File: src/rtl/ctrl_pkg.sv
// rtl/ctrl_pkg.sv - shared constants and types for the ID-stage control pipe
//  Contents:
//    IS_*      control word width and bit positions
//    OP2_*     operand2 mode encodings, SIZE_* transfer size encodings
//    ALU_*     ALU op codes used by load/store address generation
//    COND_*    ARM condition field codes
//    ctrl_class_t  instruction class (CLASS_DP, CLASS_LS, CLASS_BR, CLASS_UNK)
//    ctrl_stage_t  one registered control stage {is, rd, vld}
package ctrl_pkg;

  localparam int IS_W = 13;

  localparam int IS_OP2_LO = 0;   // [1:0] operand2 mode
  localparam int IS_SIZE_LO = 2;  // [3:2] transfer size
  localparam int IS_MEM_WR = 4;
  localparam int IS_MEM_EN = 5;
  localparam int IS_RF_WR = 6;
  localparam int IS_LOAD = 7;
  localparam int IS_ALU_LO = 8;   // [11:8] ALU op
  localparam int IS_SHIFT = 12;

  localparam logic [IS_W-1:0] IS_NOP = '0;

  localparam logic [1:0] OP2_IMM = 2'b00;
  localparam logic [1:0] OP2_REG = 2'b01;
  localparam logic [1:0] OP2_LS_IMM = 2'b10;
  localparam logic [1:0] OP2_LS_REG = 2'b11;

  localparam logic [1:0] SIZE_WORD = 2'b10;
  localparam logic [1:0] SIZE_BYTE = 2'b00;

  localparam logic [3:0] ALU_ADD = 4'b0100;
  localparam logic [3:0] ALU_SUB = 4'b0010;

  localparam logic [3:0] COND_EQ = 4'b0000;
  localparam logic [3:0] COND_NE = 4'b0001;
  localparam logic [3:0] COND_CS = 4'b0010;
  localparam logic [3:0] COND_CC = 4'b0011;
  localparam logic [3:0] COND_MI = 4'b0100;
  localparam logic [3:0] COND_PL = 4'b0101;
  localparam logic [3:0] COND_VS = 4'b0110;
  localparam logic [3:0] COND_VC = 4'b0111;
  localparam logic [3:0] COND_HI = 4'b1000;
  localparam logic [3:0] COND_LS = 4'b1001;
  localparam logic [3:0] COND_GE = 4'b1010;
  localparam logic [3:0] COND_LT = 4'b1011;
  localparam logic [3:0] COND_GT = 4'b1100;
  localparam logic [3:0] COND_LE = 4'b1101;
  localparam logic [3:0] COND_AL = 4'b1110;
  localparam logic [3:0] COND_NV = 4'b1111;

  typedef enum logic [1:0] {
    CLASS_DP  = 2'd0,
    CLASS_LS  = 2'd1,
    CLASS_BR  = 2'd2,
    CLASS_UNK = 2'd3
  } ctrl_class_t;

  typedef struct packed {
    logic [IS_W-1:0] is;
    logic [3:0]      rd;
    logic            vld;
  } ctrl_stage_t;

  // Class from IR[27:25]; everything outside DP/LS/branch is left undecoded.
  function automatic ctrl_class_t classify(input logic [2:0] op);
    case (op)
      3'b000, 3'b001: classify = CLASS_DP;
      3'b010, 3'b011: classify = CLASS_LS;
      3'b101:         classify = CLASS_BR;
      default:        classify = CLASS_UNK;
    endcase
  endfunction

endpackage

File: src/rtl/ctrl_pipe_unit_cond_eval.sv
// rtl/ctrl_pipe_unit_cond_eval.sv - ARM condition field evaluation (combinational)
//  Ports:
//    cond   in   4   condition field, IR[31:28]
//    flags  in   4   {N,Z,C,V}
//    ok     out  1   condition passes
module cond_eval
  import ctrl_pkg::*;
(
  input  logic [3:0] cond,
  input  logic [3:0] flags,
  output logic       ok
);

  logic n, z, c, v;

  assign n = flags[3];
  assign z = flags[2];
  assign c = flags[1];
  assign v = flags[0];

  always_comb begin
    ok = 1'b0;
    case (cond)
      COND_EQ: ok = z;
      COND_NE: ok = !z;
      COND_CS: ok = c;
      COND_CC: ok = !c;
      COND_MI: ok = n;
      COND_PL: ok = !n;
      COND_VS: ok = v;
      COND_VC: ok = !v;
      COND_HI: ok = c && !z;
      COND_LS: ok = !c || z;
      COND_GE: ok = (n == v);
      COND_LT: ok = (n != v);
      COND_GT: ok = !z && (n == v);
      COND_LE: ok = z || (n != v);
      COND_AL: ok = 1'b1;
      COND_NV: ok = 1'b0;
      default: ok = 1'b0;
    endcase
  end

endmodule

File: src/rtl/ctrl_pipe_unit.sv
// rtl/ctrl_pipe_unit.sv - ID-stage control decoder plus STAGES-deep control register chain
//  Optional feature macro: CTRL_PERF_CNT_EN (adds CNT_W parameter and stall/flush counters).
//  Parameters:
//    STAGES   registered stages after ID (1..4); stage 0 = EX
//    CNT_W    counter width (CTRL_PERF_CNT_EN only)
//  Ports:
//    clk, reset    clock, asynchronous active-high reset
//    ir            instruction in the IF/ID register
//    flags         {N,Z,C,V}
//    hold          global freeze
//    id_is         decoded control word of the ID instruction
//    id_branch     taken branch in ID
//    id_rf_clear   live non-branch instruction in ID
//    stall_out     hold PC and IF/ID
//    flush_if      discard IF/ID on the next edge
//    stage_is      per-stage control words, stage k at [13k+:13]
//    stage_rd      per-stage destination register
//    stage_vld     per-stage valid
//    stall_cnt     hazard stall count, saturating (CTRL_PERF_CNT_EN only)
//    flush_cnt     flush count, saturating (CTRL_PERF_CNT_EN only)
module ctrl_pipe_unit
  import ctrl_pkg::*;
#(
  parameter int STAGES = 3
`ifdef CTRL_PERF_CNT_EN
  , parameter int CNT_W = 16
`endif
) (
  input  logic                   clk,
  input  logic                   reset,
  input  logic [31:0]            ir,
  input  logic [3:0]             flags,
  input  logic                   hold,
  output logic [IS_W-1:0]        id_is,
  output logic                   id_branch,
  output logic                   id_rf_clear,
  output logic                   stall_out,
  output logic                   flush_if,
  output logic [IS_W*STAGES-1:0] stage_is,
  output logic [4*STAGES-1:0]    stage_rd,
  output logic [STAGES-1:0]      stage_vld
`ifdef CTRL_PERF_CNT_EN
  ,
  output logic [CNT_W-1:0]       stall_cnt,
  output logic [CNT_W-1:0]       flush_cnt
`endif
);

  ctrl_class_t             cls;
  logic                    cond_ok;
  logic                    live;
  logic [IS_W-1:0]         dec_is;
  logic                    is_op;
  logic                    is_branch;
  logic                    reg_form;
  logic                    is_store;
  logic                    hazard;
  ctrl_stage_t             stage0_d;
  ctrl_stage_t [STAGES-1:0] stage_q;

  cond_eval u_cond_eval (
    .cond  (ir[31:28]),
    .flags (flags),
    .ok    (cond_ok)
  );

  assign cls  = classify(ir[27:25]);
  assign live = (ir != 32'd0) && cond_ok;

  // Raw decode, independent of the condition; gated by live below.
  always_comb begin
    dec_is    = IS_NOP;
    is_op     = 1'b0;
    is_branch = 1'b0;
    reg_form  = 1'b0;
    is_store  = 1'b0;
    case (cls)
      CLASS_DP: begin
        is_op    = 1'b1;
        reg_form = !ir[25];
        dec_is[IS_OP2_LO +: 2] = ir[25] ? OP2_IMM : OP2_REG;
        dec_is[IS_ALU_LO +: 4] = ir[24:21];
        // TST/TEQ/CMP/CMN (opcode 10xx) only set flags.
        dec_is[IS_RF_WR] = (ir[24:23] != 2'b10);
        // Shifter only needed for a non-zero rotate or a non-trivial register shift.
        dec_is[IS_SHIFT] = ir[25] ? (|ir[11:8]) : (|ir[11:4]);
      end
      CLASS_LS: begin
        is_op    = 1'b1;
        reg_form = ir[25];
        is_store = !ir[20];
        dec_is[IS_OP2_LO +: 2]  = ir[25] ? OP2_LS_REG : OP2_LS_IMM;
        dec_is[IS_SIZE_LO +: 2] = ir[22] ? SIZE_BYTE : SIZE_WORD;
        dec_is[IS_MEM_WR] = !ir[20];
        dec_is[IS_MEM_EN] = 1'b1;
        dec_is[IS_RF_WR]  = ir[20];
        dec_is[IS_LOAD]   = ir[20];
        dec_is[IS_ALU_LO +: 4] = ir[23] ? ALU_ADD : ALU_SUB;
        dec_is[IS_SHIFT]  = 1'b1;
      end
      CLASS_BR: is_branch = 1'b1;
      default: ;
    endcase
  end

  // Load in EX whose destination is read by the ID instruction.
  assign hazard = stage_q[0].vld && stage_q[0].is[IS_LOAD] &&
                  ((stage_q[0].rd == ir[19:16]) ||
                   (reg_form && (stage_q[0].rd == ir[3:0])) ||
                   (is_store && (stage_q[0].rd == ir[15:12])));

  assign id_is       = (live && is_op) ? dec_is : IS_NOP;
  assign id_rf_clear = live && is_op;
  assign id_branch   = live && is_branch && !hazard;
  assign stall_out   = hold || hazard;
  assign flush_if    = id_branch && !hold;

  always_comb begin
    stage0_d = '0;
    if (!hazard) begin
      stage0_d.is  = id_is;
      stage0_d.rd  = ir[15:12];
      stage0_d.vld = id_rf_clear;
    end
  end

  for (genvar k = 0; k < STAGES; k++) begin : g_stage
    ctrl_stage_t q;

    if (k == 0) begin : g_head
      always_ff @(posedge clk or posedge reset) begin
        if (reset) begin
          q <= '0;
        end else if (!hold) begin
          q <= stage0_d;
        end
      end
    end else begin : g_tail
      always_ff @(posedge clk or posedge reset) begin
        if (reset) begin
          q <= '0;
        end else if (!hold) begin
          q <= stage_q[k-1];
        end
      end
    end

    assign stage_q[k]               = q;
    assign stage_is[k*IS_W +: IS_W] = q.is;
    assign stage_rd[k*4 +: 4]       = q.rd;
    assign stage_vld[k]             = q.vld;
  end

`ifdef CTRL_PERF_CNT_EN
  always_ff @(posedge clk or posedge reset) begin
    if (reset) begin
      stall_cnt <= '0;
      flush_cnt <= '0;
    end else begin
      if (hazard && !hold && (stall_cnt != '1)) begin
        stall_cnt <= stall_cnt + CNT_W'(1);
      end
      if (flush_if && (flush_cnt != '1)) begin
        flush_cnt <= flush_cnt + CNT_W'(1);
      end
    end
  end
`endif

endmodule

File: config.mk
export PLATFORM = sky130hd
export DESIGN_NAME = ctrl_pipe_unit
export DESIGN_NICKNAME = d
export VERILOG_FILES = /design/src/rtl/ctrl_pkg.sv /design/src/rtl/ctrl_pipe_unit_cond_eval.sv /design/src/rtl/ctrl_pipe_unit.sv
export SDC_FILE = /design/constraint.sdc
export NUM_CORES = 1
export LEC_CHECK = 0
export BUFFER_PORTS_ARGS = -buffer_cell sky130_fd_sc_hd__clkbuf_2
export CAP_MARGIN = 20
export CORE_ASPECT_RATIO = 2
export CORE_MARGIN = 5
export CORE_UTILIZATION = 49
export CTS_BUF_LIST = sky130_fd_sc_hd__clkbuf_8
export DETAILED_ROUTE_END_ITERATION = 8
export PLACE_DENSITY = 0.82
export SLEW_MARGIN = 15
export SYNTH_ARGS = -nofsm -noshare
export SYNTH_HDL_FRONTEND = slang
export SYNTH_SLANG_ARGS = --single-unit
File: constraint.sdc
create_clock -name clk -period 2.1 [get_ports clk]
set_input_delay 0.105 -clock clk [delete_from_list [all_inputs] [get_ports clk]]
set_output_delay 0.105 -clock clk [all_outputs]
set_load 0.01 [all_outputs]
### After elaboration in Yosys (flattened, before gate mapping)

Cells that the tools add are included.

* equal/unequal tests: 27
* mux-type cells: 18
* reduce and logical (&&, ||, !) cells: 33

Operators with widths (number)
* $eq 4x4->1 const B: 8
* $reduce_bool 32->1: 1
* $mux 18: 1
* $eq 4x3->1 const B: 4
* $pmux 1 s16: 1
* $mux 13: 1
* $eq 4x4->1: 3
* $logic_and 1x1->1: 11
* $pmux 5 s2: 1
* $eq 4x2->1 const B: 2
* $logic_not 1->1: 8
* $reduce_or 8->1: 1
* $mux 1: 7
* $eq 3x2->1 const B: 2
* $pmux 2 s3: 1
* $reduce_or 2->1: 3
* $logic_or 1x1->1: 5
* $eq 4x1->1 const B: 1
* $logic_not 4->1: 1
* $mux 4: 1
* $pmux 1 s2: 2
* $pmux 2 s2: 1
* $reduce_or 4->1: 1
* $eq 3x1->1 const B: 1
* 10 further kinds: 10

* flip-flop bits (word level): 54
* input port bits: 39
* output and inout port bits: 71
* logic and storage cells: 87

### Depth between registers and ports, before layout

Gate-level depths: netlist of run 1.

* word-level depth: 12
* depth in mapped cells: 8
* depth with buffers taken out: 6

### Modules after synthesis

A second synthesis of run 1 with hierarchy kept.

* cells, all modules: 201
* area total of the unflattened synthesis: 2393.5 µm²

By module, submodules not included
* ctrl_pipe_unit: times used 1, cells each 178, area an instance 2238.4 µm², sequential area each 1201.2 µm²
* cond_eval: times used 1, cells each 23, area an instance 155.1 µm², sequential area each 0.0 µm²

### Least setup slack after synthesis of run 1

OpenSTA, ideal clock, no wires.

* kind: register -> output
* start point: register g_stage[0].q, in the netlist stage_rd[2]
* end point: output flush_if
* arrival time: 1699 ps
* required time: 1995 ps
* path slack: 296 ps
* stages on the path, launching flop included: 9
* path buffers: 2
* path through: dfrtp_1 > buf_2 > xnor2_1 > nand3_1 > nor3_1 > nor4_4 > nand3_2 > buf_6 > nor2_1

* cells in the longest elaborated chain, start to end: 8
* elaborated cells between the ends (all ways): 11
* classes of those cells: 3 x eq/ne; 8 x reduce/logical

Ends and longest elaborated chain
* start, declared: RTL line ctrl_pipe_unit.sv:128 `ctrl_stage_t q;`
* start signal, assigned: RTL line ctrl_pipe_unit.sv:135 `q <= stage0_d;`
* $eq 4x4->1: RTL line ctrl_pipe_unit.sv:109 `(reg_form && (stage_q[0].rd == ir[3:0])) ||`
* $logic_and 1x1->1: RTL line ctrl_pipe_unit.sv:109
* $logic_or 1x1->1: RTL line ctrl_pipe_unit.sv:108 `((stage_q[0].rd == ir[19:16]) ||`
* $logic_or 1x1->1 (*): RTL line ctrl_pipe_unit.sv:109
* $logic_and 1x1->1 (*): RTL line ctrl_pipe_unit.sv:107 `assign hazard = stage_q[0].vld && stage_q[0].is[IS_LOAD] &&`
* $logic_not 1->1 (*)
* $logic_and 1x1->1 (*): RTL line ctrl_pipe_unit.sv:114 `assign id_branch = live && is_branch && !hazard;`
* $logic_and 1x1->1 (*): RTL line ctrl_pipe_unit.sv:116 `assign flush_if = id_branch && !hold;`
* end, declared: RTL line ctrl_pipe_unit.sv:38 `output logic flush_if,`

Mark *: on every way between the ends. The rest lies on a longest branch, timed or not.

### Worst setup path in the final report of run 1

* start point: register g_stage[0].q, in the netlist stage_rd[2]
* end point: output stall_out

* cells in the longest elaborated chain, start to end: 6
* elaborated cells between the ends (all ways): 9
* classes of those cells: 3 x eq/ne; 6 x reduce/logical

Ends and longest elaborated chain
* $eq 4x4->1: RTL line ctrl_pipe_unit.sv:109
* $logic_and 1x1->1: RTL line ctrl_pipe_unit.sv:109
* $logic_or 1x1->1: RTL line ctrl_pipe_unit.sv:108
* $logic_or 1x1->1 (*): RTL line ctrl_pipe_unit.sv:109
* $logic_and 1x1->1 (*): RTL line ctrl_pipe_unit.sv:107
* $logic_or 1x1->1 (*): RTL line ctrl_pipe_unit.sv:115 `assign stall_out = hold || hazard;`
* end, declared: RTL line ctrl_pipe_unit.sv:37 `output logic stall_out,`

Marks and branches as above.

==> flow_summary.json, run 1 <==
{
  "status": "complete, no violations",
  "hp-start": "ir[22]",
  "initial_core_util_pct": 49.6,
  "pre_cts_slack_ps": 151,
  "drt-initial-drc-count": 48,
  "portBuffers": 105,
  "max-vdd-ir-drop_uv": 551,
  "placed_area_sq_mm": 0.00307,
  "gp_congestion": 0.795,
  "layout.nets": 367,
  "r2r_start": "stage_rd[2]",
  "final_cell_mix": "104 x clkbuf_2, 47 x dfrtp_1, 34 x mux2_2",
  "setup_viol": 0,
  "syn-mean-instance-area_sq_um": 11.4,
  "insertion_delay_ps": 290,
  "criticalPathCategory": "reg -> out",
  "htreeDepth": 2,
  "endpoint_kind": "output pin",
  "max_freq_ghz": 0.503,
  "antenna_cells": 0,
  "layout_commonest_cell": "clkbuf_2",
  "ys_ff_latch": 51,
  "dieArea_sq_mm": 0.00678,
  "clk_path_buf_depth": 2,
  "yosysWarnings": 0,
  "yosysTopAreaCellShare_pct": 50.5,
  "synth_cell_types": 38,
  "drive_gt1_share_pct": 53.5,
  "grt_pass1_wl_um": 10100,
  "netlist.top_cell.by_area": "dfrtp_1",
  "fin_skew_ps": 5.52,
  "period_minus_slack_ps": 1990,
  "setup_tns_ps": 0,
  "drtAntennaViolNets": 0,
  "clk_pin_slew_ps": 80,
  "start_kind": "flip-flop",
  "grt_max_degree": 52,
  "routedWlPerCell_um": 16.0,
  "fillCellCount": 451,
  "area.growth.synth_to_final_pct": 27.3,
  "grt_usage_pct": 19.3,
  "seq_area_frac_synth_pct": 50.5,
  "drt_pass1_iterations": 4,
  "final_util_pct": 63.2,
  "async_reset_ff_share_pct": 100,
  "rows": 37,
  "root_buffer": "clkbuf_8",
  "syn_area_sq_mm": 0.00253,
  "synth-edff-count": 0,
  "powerDensity_mw_per_mm2": 692,
  "grt_antenna_before_repair": 0,
  "p_leak_uw": 0.00165,
  "hold_viol": 0,
  "viasPerCell": 5.30,
  "path_max_fanout": 6,
  "hp-class": "in -> reg",
  "ys.flop_type": "dfrtp_1",
  "vias": 2051,
  "die_h_um": 112,
  "crit_arrival_ps": 1880,
  "post-route-period-util_pct": 94.8,
  "design_area_sq_mm": 0.00322,
  "post-dp-hpwl_um": 5030,
  "grt_remaining_overflow": 0,
  "syn-instance-count": 222,
  "ios": 110,
  "cts_tree": "yes",
  "rsz0062_at_grt": "false",
  "clock_sinks": 51,
  "remaining_drc_errors": 0,
  "max_cap_viol_count": 0,
  "design.core.area_sq_mm": 0.00509,
  "drv_slew": 0,
  "cts_buffers": 5,
  "grt_pass1_vias": 2152,
  "ys_top_cells_by_area": "dfrtp_1 51%, mux2_2 15%, xnor2_1 4.9%, o21ai_2 2.8%, nand2_1 2.7%",
  "required_ps": 2000,
  "die_w_um": 60.8,
  "worst_pin_slew_ps": 590,
  "cp-startpoint": "stage_rd[2]",
  "relSlewSlack_pct": 60.6,
  "fin_ws_ps": 110,
  "routed_wl_um": 6200
}
## Yosys cell counts (2+ instances only)
library cell and n:
nor3_1 5, nor4_1 10, inv_1 4, nand4_1 2, a22o_1 4, clkbuf_2 2
nand2b_1 3, clkbuf_1 8, o21ai_0 3, mux2_2 34, xnor2_1 14, o21ai_2 8
xor2_1 2, o31ai_1 4, nand2_1 18, a211oi_1 2, nor2_1 14, buf_4 5
buf_6 2, buf_2 4, nor3b_1 3, dfrtp_1 51, nand3_1 3, a211o_1 3
## layer usage
layer / share of wire, % / track usage [%]
met1: 36 / 22.0
met2: 55 / 33.9
met5: 0 / 0
met3: 6.2 / 2.78
met4: 3.0 / 8.68
## cell families (layout without fill, tap and decap cells)
group	Yosys count	count (layout)	share of synthesized area [%]
simple gates	64	64	13.5
flops	51	51	50.5
mux	36	36	16.0
compound gates	29	29	8.92
buf+inv	25	129	5.35
xor+xnor	16	16	5.55
other cells	1	4	0.148
## what timing repair did
item | CTS | global route
pin swaps | 1 | 1
gates resized for setup | 2 | 7
buffers inserted | 1 | 3
hold buffers | 1 | 0
hold endpoints to repair | 9 | 0
setup endpoints to repair | 1 | 5
## where the power goes
part	internal (uW)	switching, uW	total, uW
sequential	1090	80.0	1170
combinational	256	285	541
clock	225	296	520
## state kept, by name (all words and copies together) (netlist names)
| signal | flops |
|---|---|
| stage_rd | 12 |
| stage_vld | 3 |
| stage_is | 36 |
## per-stage QoR
step	instances	hold WS (ps)	power, uW
after floorplan	225	203	1490
after global placement	374	8.83	1700
after detailed placement	374	19.8	1720
after CTS	384	42.2	2250
after global routing	387	60.1	2340
final	387	52.2	2230
## path summary, 6_finish.rpt
kind                            cells past startpoint  slack (ps)            to
worst max-delay path                                8         110     stall_out
worst min register to register                      1         510  stage_is[30]
min in group asynchronous                           3         250  stage_rd[11]
worst min-delay path                                2          50   stage_is[3]
worst max register to register                      9         230   stage_is[6]
max in group asynchronous                           4        1270   stage_rd[2]
## worst max-delay path, stage by stage, from the launching register on
cell      delay (ps)
dfrtp_2          460
xnor2_1          140
nand3_1           80
nor3_1            60
buf_4            140
nor4_4           350
buf_4            200
inv_1             40
clkbuf_2         110
## cell type report
type	instances	area (sq um)	area share, %
tap	58	72.6	2.26
clock buffer	5	68.8	2.14
sequential	51	1280	39.8
timing repair buffer	117	618	19.2
multi-input combinational	149	1150	35.7
clock inverter	3	12.5	0.389
inverter	4	15.0	0.467
(Power assumes the default switching activity.)
==> run 2: changes to the inputs <==
--- a/config.mk
+++ b/config.mk
@@ -5,14 +5,14 @@
 export SDC_FILE = /design/constraint.sdc
 export NUM_CORES = 1
 export LEC_CHECK = 0
-export BUFFER_PORTS_ARGS = -buffer_cell sky130_fd_sc_hd__clkbuf_2
 export CAP_MARGIN = 20
 export CORE_ASPECT_RATIO = 2
 export CORE_MARGIN = 5
-export CORE_UTILIZATION = 49
+export CORE_UTILIZATION = 60
 export CTS_BUF_LIST = sky130_fd_sc_hd__clkbuf_8
 export DETAILED_ROUTE_END_ITERATION = 8
-export PLACE_DENSITY = 0.82
+export DONT_BUFFER_PORTS = 1
+export PLACE_DENSITY = 0.76
 export SLEW_MARGIN = 15
 export SYNTH_ARGS = -nofsm -noshare
 export SYNTH_HDL_FRONTEND = slang
==> run 2 against run 1 <==
- first-iteration DRC count fell by 44%
- critical path depth fell by 2
- global-route usage rose by 2.1 points
- setup slack improved by 8.7 ps
- sequential power rose by 5%
- register-to-register slack barely moved
- core utilization rose by 5.0 points
- combinational power fell by 39%
- clock skew barely moved
- critical path type unchanged
==> flow_summary.json, run 2 (synthesis results as in run 1) <==
{
  "status": "complete, no violations",
  "dieArea_sq_mm": 0.00569,
  "ios": 110,
  "criticalPathCategory": "reg -> out",
  "htreeDepth": 2,
  "root_buffer": "clkbuf_8",
  "fin_ws_ps": 119,
  "endpoint": "stall_out",
  "post-route-period-util_pct": 94.3,
  "cts_buffers": 5,
  "vias": 1752,
  "path_depth": 6,
  "max_cap_viol_count": 0,
  "required_ps": 2000,
  "viasPerCell": 6.23,
  "netSwitchingPower_uw": 609,
  "critical_path.cell_chain": "xnor2_1, nand4_1, nor4_2, nor4_4, buf_4, inv_1",
  "design.core.area_sq_mm": 0.00409,
  "multi_input_area_sq_mm": 0.00115,
  "grt_pass1_vias": 1936,
  "max-vdd-ir-drop_uv": 542,
  "cts_tree": "yes",
  "endpoint_kind": "output pin",
  "p_int_uw": 1480,
  "post-dp-hpwl_um": 4280,
  "drtAntennaViolNets": 0,
  "drt-initial-drc-count": 27,
  "pre_cts_slack_ps": 112,
  "cp.buffers_inverters": 2,
  "rsz0062_at_grt": "false",
  "grt_antenna_before_repair": 0,
  "setup_viol": 0,
  "clk_pin_slew_ps": 90,
  "routed_wl_um": 5800,
  "start_kind": "flip-flop",
  "fillCellCount": 298,
  "switching_share_pct": 29.1,
  "largest_reg_flops": 36,
  "clk_path_buf_depth": 2,
  "cp-startpoint": "stage_rd[1]",
  "layout_commonest_cell": "dfrtp_1",
  "routedWlPerCell_um": 20.7,
  "r2r_end": "stage_is[5]",
  "clockPowerShare_pct": 25.2,
  "seq_power_share_pct": 59.0,
  "path_delay_family": "simple AND/OR/NAND/NOR gates",
  "hold_viol": 0,
  "crit_slowest_cell": "dfrtp_1",
  "hp-class": "in -> reg",
  "r2r_start": "stage_rd[1]",
  "p_comb_share_pct": 15.8,
  "fin_cells": 281,
  "gp_congestion": 0.791,
  "drt_pass1_iterations": 4,
  "area.growth.synth_to_final_pct": 10.4,
  "grt_usage_pct": 21.5,
  "portBuffers": 0,
  "grt_remaining_overflow": 0,
  "rrSetupSlack_ps": 230,
  "powerDensity_mw_per_mm2": 751,
  "seqCellArea_sq_mm": 0.00128,
  "clock_sinks": 51,
  "max_freq_ghz": 0.505,
  "die_h_um": 102,
  "initial_core_util_pct": 61.8,
  "antenna_cells": 0,
  "period_minus_slack_ps": 1980,
  "layout.nets": 267,
  "slowest_delay_ps": 510,
  "fin_skew_ps": 5.90,
  "p_leak_uw": 0.00122,
  "drive_gt1_share_pct": 27.9,
  "grt_pass1_wl_um": 9720,
  "final_cell_mix": "51 x dfrtp_1, 34 x mux2_2, 18 x nand2_1",
  "setup_tns_ps": 0,
  "r2r_cells": 8,
  "remaining_drc_errors": 0,
  "drv_slew": 0,
  "dpl.cell_count": 257,
  "rows": 33,
  "path_max_fanout": 6,
  "die_w_um": 55.9,
  "grt_max_degree": 52,
  "crit_arrival_ps": 1880,
  "insertion_delay_ps": 290
}
[run 2: cell types whose count changed in the layout (fill, tap and decap cells not counted), sizes merged]
cell and delta:
buf -6, dlygate4sd3 +10, clkbuf -104, inv -1
clkinvlp +1
[run 2: power groups by stage]
stage	Combinational [uW]	Sequential (uW)	Clock, uW
3_5_place_dp	269	1260	0
4_1_cts	324	1240	542
2_1_floorplan	280	1210	0
5_1_grt	363	1250	596
6_report	330	1230	528
3_3_place_gp	254	1250	0
[run 2: per-stage QoR]
stage,total power [uW],hold slack [ps],area [sq um],utilization [%]
CTS,2110,9.66,2760,67.4
global placement,1500,203,2490,60.9
detailed placement,1530,206,2490,60.9
global route,2210,19.8,2790,68.2
floorplan,1490,203,2540,-
finish,2090,18.2,2790,68.2
[run 2: final cells by class]
type / count / share of cell area [%]
Multi-Input combinational cell: 149 / 41.4
Inverter: 4 / 0.539
Timing Repair Buffer: 17 / 6.91
Clock inverter: 3 / 0.583
Tap cell: 52 / 2.33
Sequential cell: 51 / 45.8
Clock buffer: 5 / 2.47
[run 2: how the worst min path moves through the flow]
stage               startpoint      endpoint  slack (ps)  cells after the start
floorplan               ir[22]   stage_is[3]         200                      1
global placement        ir[27]  stage_vld[0]         200                      1
detailed placement      ir[27]  stage_vld[0]         210                      1
CTS                     ir[27]   stage_is[6]          10                      2
global route            ir[27]   stage_is[9]          20                      2
finish                  ir[27]   stage_is[6]          20                      2
[run 2: repair_timing]
item | CTS | global route
pin swaps | 1 | 0
endpoints found under the hold margin | 102 | 0
hold buffers | 12 | 0
endpoints found under the setup margin | 1 | 4
buffers inserted | 3 | 0
resized for setup | 3 | 2
[run 2: per-layer routing]
layer / vias to the layer above / track usage, % / share of wire [%]
met5: - / 0 / 0
met4: 0 / 9.14 / 1.9
met2: 89 / 39.8 / 56
met3: 9 / 7.65 / 9.5
met1: 869 / 21.3 / 32
li1: 785 / - / -
==> run 3: changes to the inputs <==
--- a/config.mk
+++ b/config.mk
@@ -8,11 +8,10 @@
 export CAP_MARGIN = 20
 export CORE_ASPECT_RATIO = 2
 export CORE_MARGIN = 5
-export CORE_UTILIZATION = 60
+export CORE_UTILIZATION = 50
 export CTS_BUF_LIST = sky130_fd_sc_hd__clkbuf_8
 export DETAILED_ROUTE_END_ITERATION = 8
 export DONT_BUFFER_PORTS = 1
-export PLACE_DENSITY = 0.76
 export SLEW_MARGIN = 15
 export SYNTH_ARGS = -nofsm -noshare
 export SYNTH_HDL_FRONTEND = slang
==> run 3 against run 2 <==
- critical path type unchanged
- via count fell by 0.51%
- first-iteration DRC count rose by 85%
- combinational power rose by 4%
- critical path depth did not move
- sequential share of layout area fell by 0.83 points
- register-to-register slack got worse by 30 ps
==> flow_summary.json, run 3 (synthesis results as in run 1) <==
{
  "status": "complete, no violations",
  "initial_core_util_pct": 51.5,
  "final_cell_mix": "51 x dfrtp_1, 34 x mux2_2, 18 x nand2_1",
  "clk_path_buf_depth": 2,
  "top_usage_layer": "met2",
  "grt_usage_pct": 19.1,
  "die_h_um": 111,
  "root_buffer": "clkbuf_8",
  "post-route-period-util_pct": 92.8,
  "routed_wl_um": 6220,
  "placed_area_sq_mm": 0.00252,
  "drtAntennaViolNets": 0,
  "die_w_um": 60.3,
  "period_minus_slack_ps": 1950,
  "netSwitchingPower_uw": 624,
  "dieArea_sq_mm": 0.00666,
  "crit_arrival_ps": 1840,
  "seqCellArea_sq_mm": 0.00128,
  "clockPowerShare_pct": 27.9,
  "required_ps": 2000,
  "gp_congestion": 0.849,
  "hold_viol": 0,
  "grt_remaining_overflow": 0,
  "clock_sinks": 51,
  "ios": 110,
  "max_cap_viol_count": 0,
  "drt-initial-drc-count": 50,
  "post-dp-hpwl_um": 4640,
  "insertion_delay_ps": 300,
  "drt_pass1_iterations": 4,
  "switching_share_pct": 28.6,
  "cts_buffers": 5,
  "fillCellCount": 454,
  "timing.hold.ws_ps": 15.7,
  "clk_pin_slew_ps": 80,
  "design.core.area_sq_mm": 0.00491,
  "powerDensity_mw_per_mm2": 769,
  "met2_usage_pct": 33.7,
  "remaining_drc_errors": 0,
  "drv_slew": 0,
  "grt_pass1_vias": 1976,
  "rsz0062_at_grt": "false",
  "path_max_fanout": 6,
  "max_freq_ghz": 0.513,
  "cts_tree": "yes",
  "fin_skew_ps": 7.09,
  "hp-class": "in -> reg",
  "routedWlPerCell_um": 21.5,
  "criticalPathCategory": "reg -> out",
  "largest_reg_flops": 36,
  "relSlewSlack_pct": 64.9,
  "worst_pin_slew_ps": 525,
  "endpoint_kind": "output pin",
  "p_comb_share_pct": 15.6,
  "start_kind": "flip-flop",
  "htreeDepth": 2,
  "area.growth.synth_to_final_pct": 12.4,
  "antenna_cells": 0,
  "layout_commonest_cell": "dfrtp_1",
  "seq_power_share_pct": 56.4,
  "vias": 1743,
  "met1_usage_pct": 20.3,
  "grt_pass1_wl_um": 9750,
  "portBuffers": 0,
  "p_int_uw": 1560,
  "rows": 36,
  "design_area_sq_mm": 0.00284,
  "layout.nets": 270,
  "p_leak_uw": 0.00125,
  "grt_max_degree": 52,
  "grt_antenna_before_repair": 0,
  "drive_gt1_share_pct": 29.7,
  "setup_viol": 0,
  "setup_tns_ps": 0,
  "use_met3_pct": 5.02,
  "viasPerCell": 6.03,
  "max-vdd-ir-drop_uv": 403,
  "multi_input_area_sq_mm": 0.00117
}
[run 3: changes by cell type in the layout (fill, tap and decap cells not counted)]
cell / delta
buf_4: +4
inv_1: -1
nor4_2: -1
nor4_4: +1
clkbuf_8: +2
xnor2_2: +1
buf_12: -1
clkinv_2: -1
xnor2_1: -1
[run 3: worst max-delay path: stages, from the launching register on]
cell	delay, ps
dfrtp_1	510
xnor2_1	230
nand3_1	120
nor3_2	320
nor4_4	100
buf_4	170
inv_1	100
[run 3: metal layers]
layer | vias to the layer above | share of wire (%)
li1 | 790 | -
met1 | 835 | 34
met2 | 96 | 54
met3 | 22 | 8.9
met4 | 0 | 3.5
met5 | - | 0
[run 3: power groups by stage]
stage	logic (uW)	registers [uW]	clock network, uW
after detailed placement	282	1260	0
final	342	1230	610
after global routing	375	1250	661
after global placement	269	1250	0
after floorplan	280	1210	0
after CTS	338	1240	630
[run 3: cell type report]
class / count / area share [%]
inverters: 4 / 0.529
multi-input cells: 149 / 41.2
well taps: 57 / 2.51
flip-flops and latches: 51 / 45.0
clock buffers: 7 / 3.39
repair buffers: 20 / 7.14
clock inverters: 1 / 0.264
[run 3: what timing repair did]
item,in CTS,in global routing
endpoints found under the hold margin,70,0
setup buffers,4,0
endpoints found under the setup margin,5,9
hold buffers,12,0
resized for setup,2,5
pin swaps,2,0
[run 3: path summary, 6_finish.rpt]
path	startpoint	cells after the start	endpoint	slack [ps]
worst max register to register	stage_rd[0]	7	stage_is[4]	200
max in group asynchronous	reset	3	stage_rd[0]	1230
worst max-delay path	stage_rd[0]	6	stall_out	150
min in group asynchronous	reset	2	stage_is[13]	250
worst min-delay path	ir[27]	2	stage_is[9]	20
worst min register to register	stage_is[34]	1	stage_is[34]	580
[run 3: through the flow]
step | total power (uW) | utilization [%] | instances | setup WS [ps]
6_report | 2180 | 57.8 | 289 | 151
5_1_grt | 2280 | 57.8 | 289 | 34.9
4_1_cts | 2210 | 57.1 | 289 | 37.0
3_5_place_dp | 1540 | 51.3 | 265 | -149
3_3_place_gp | 1520 | 51.3 | 265 | 48.8
2_1_floorplan | 1490 | - | 225 | 296
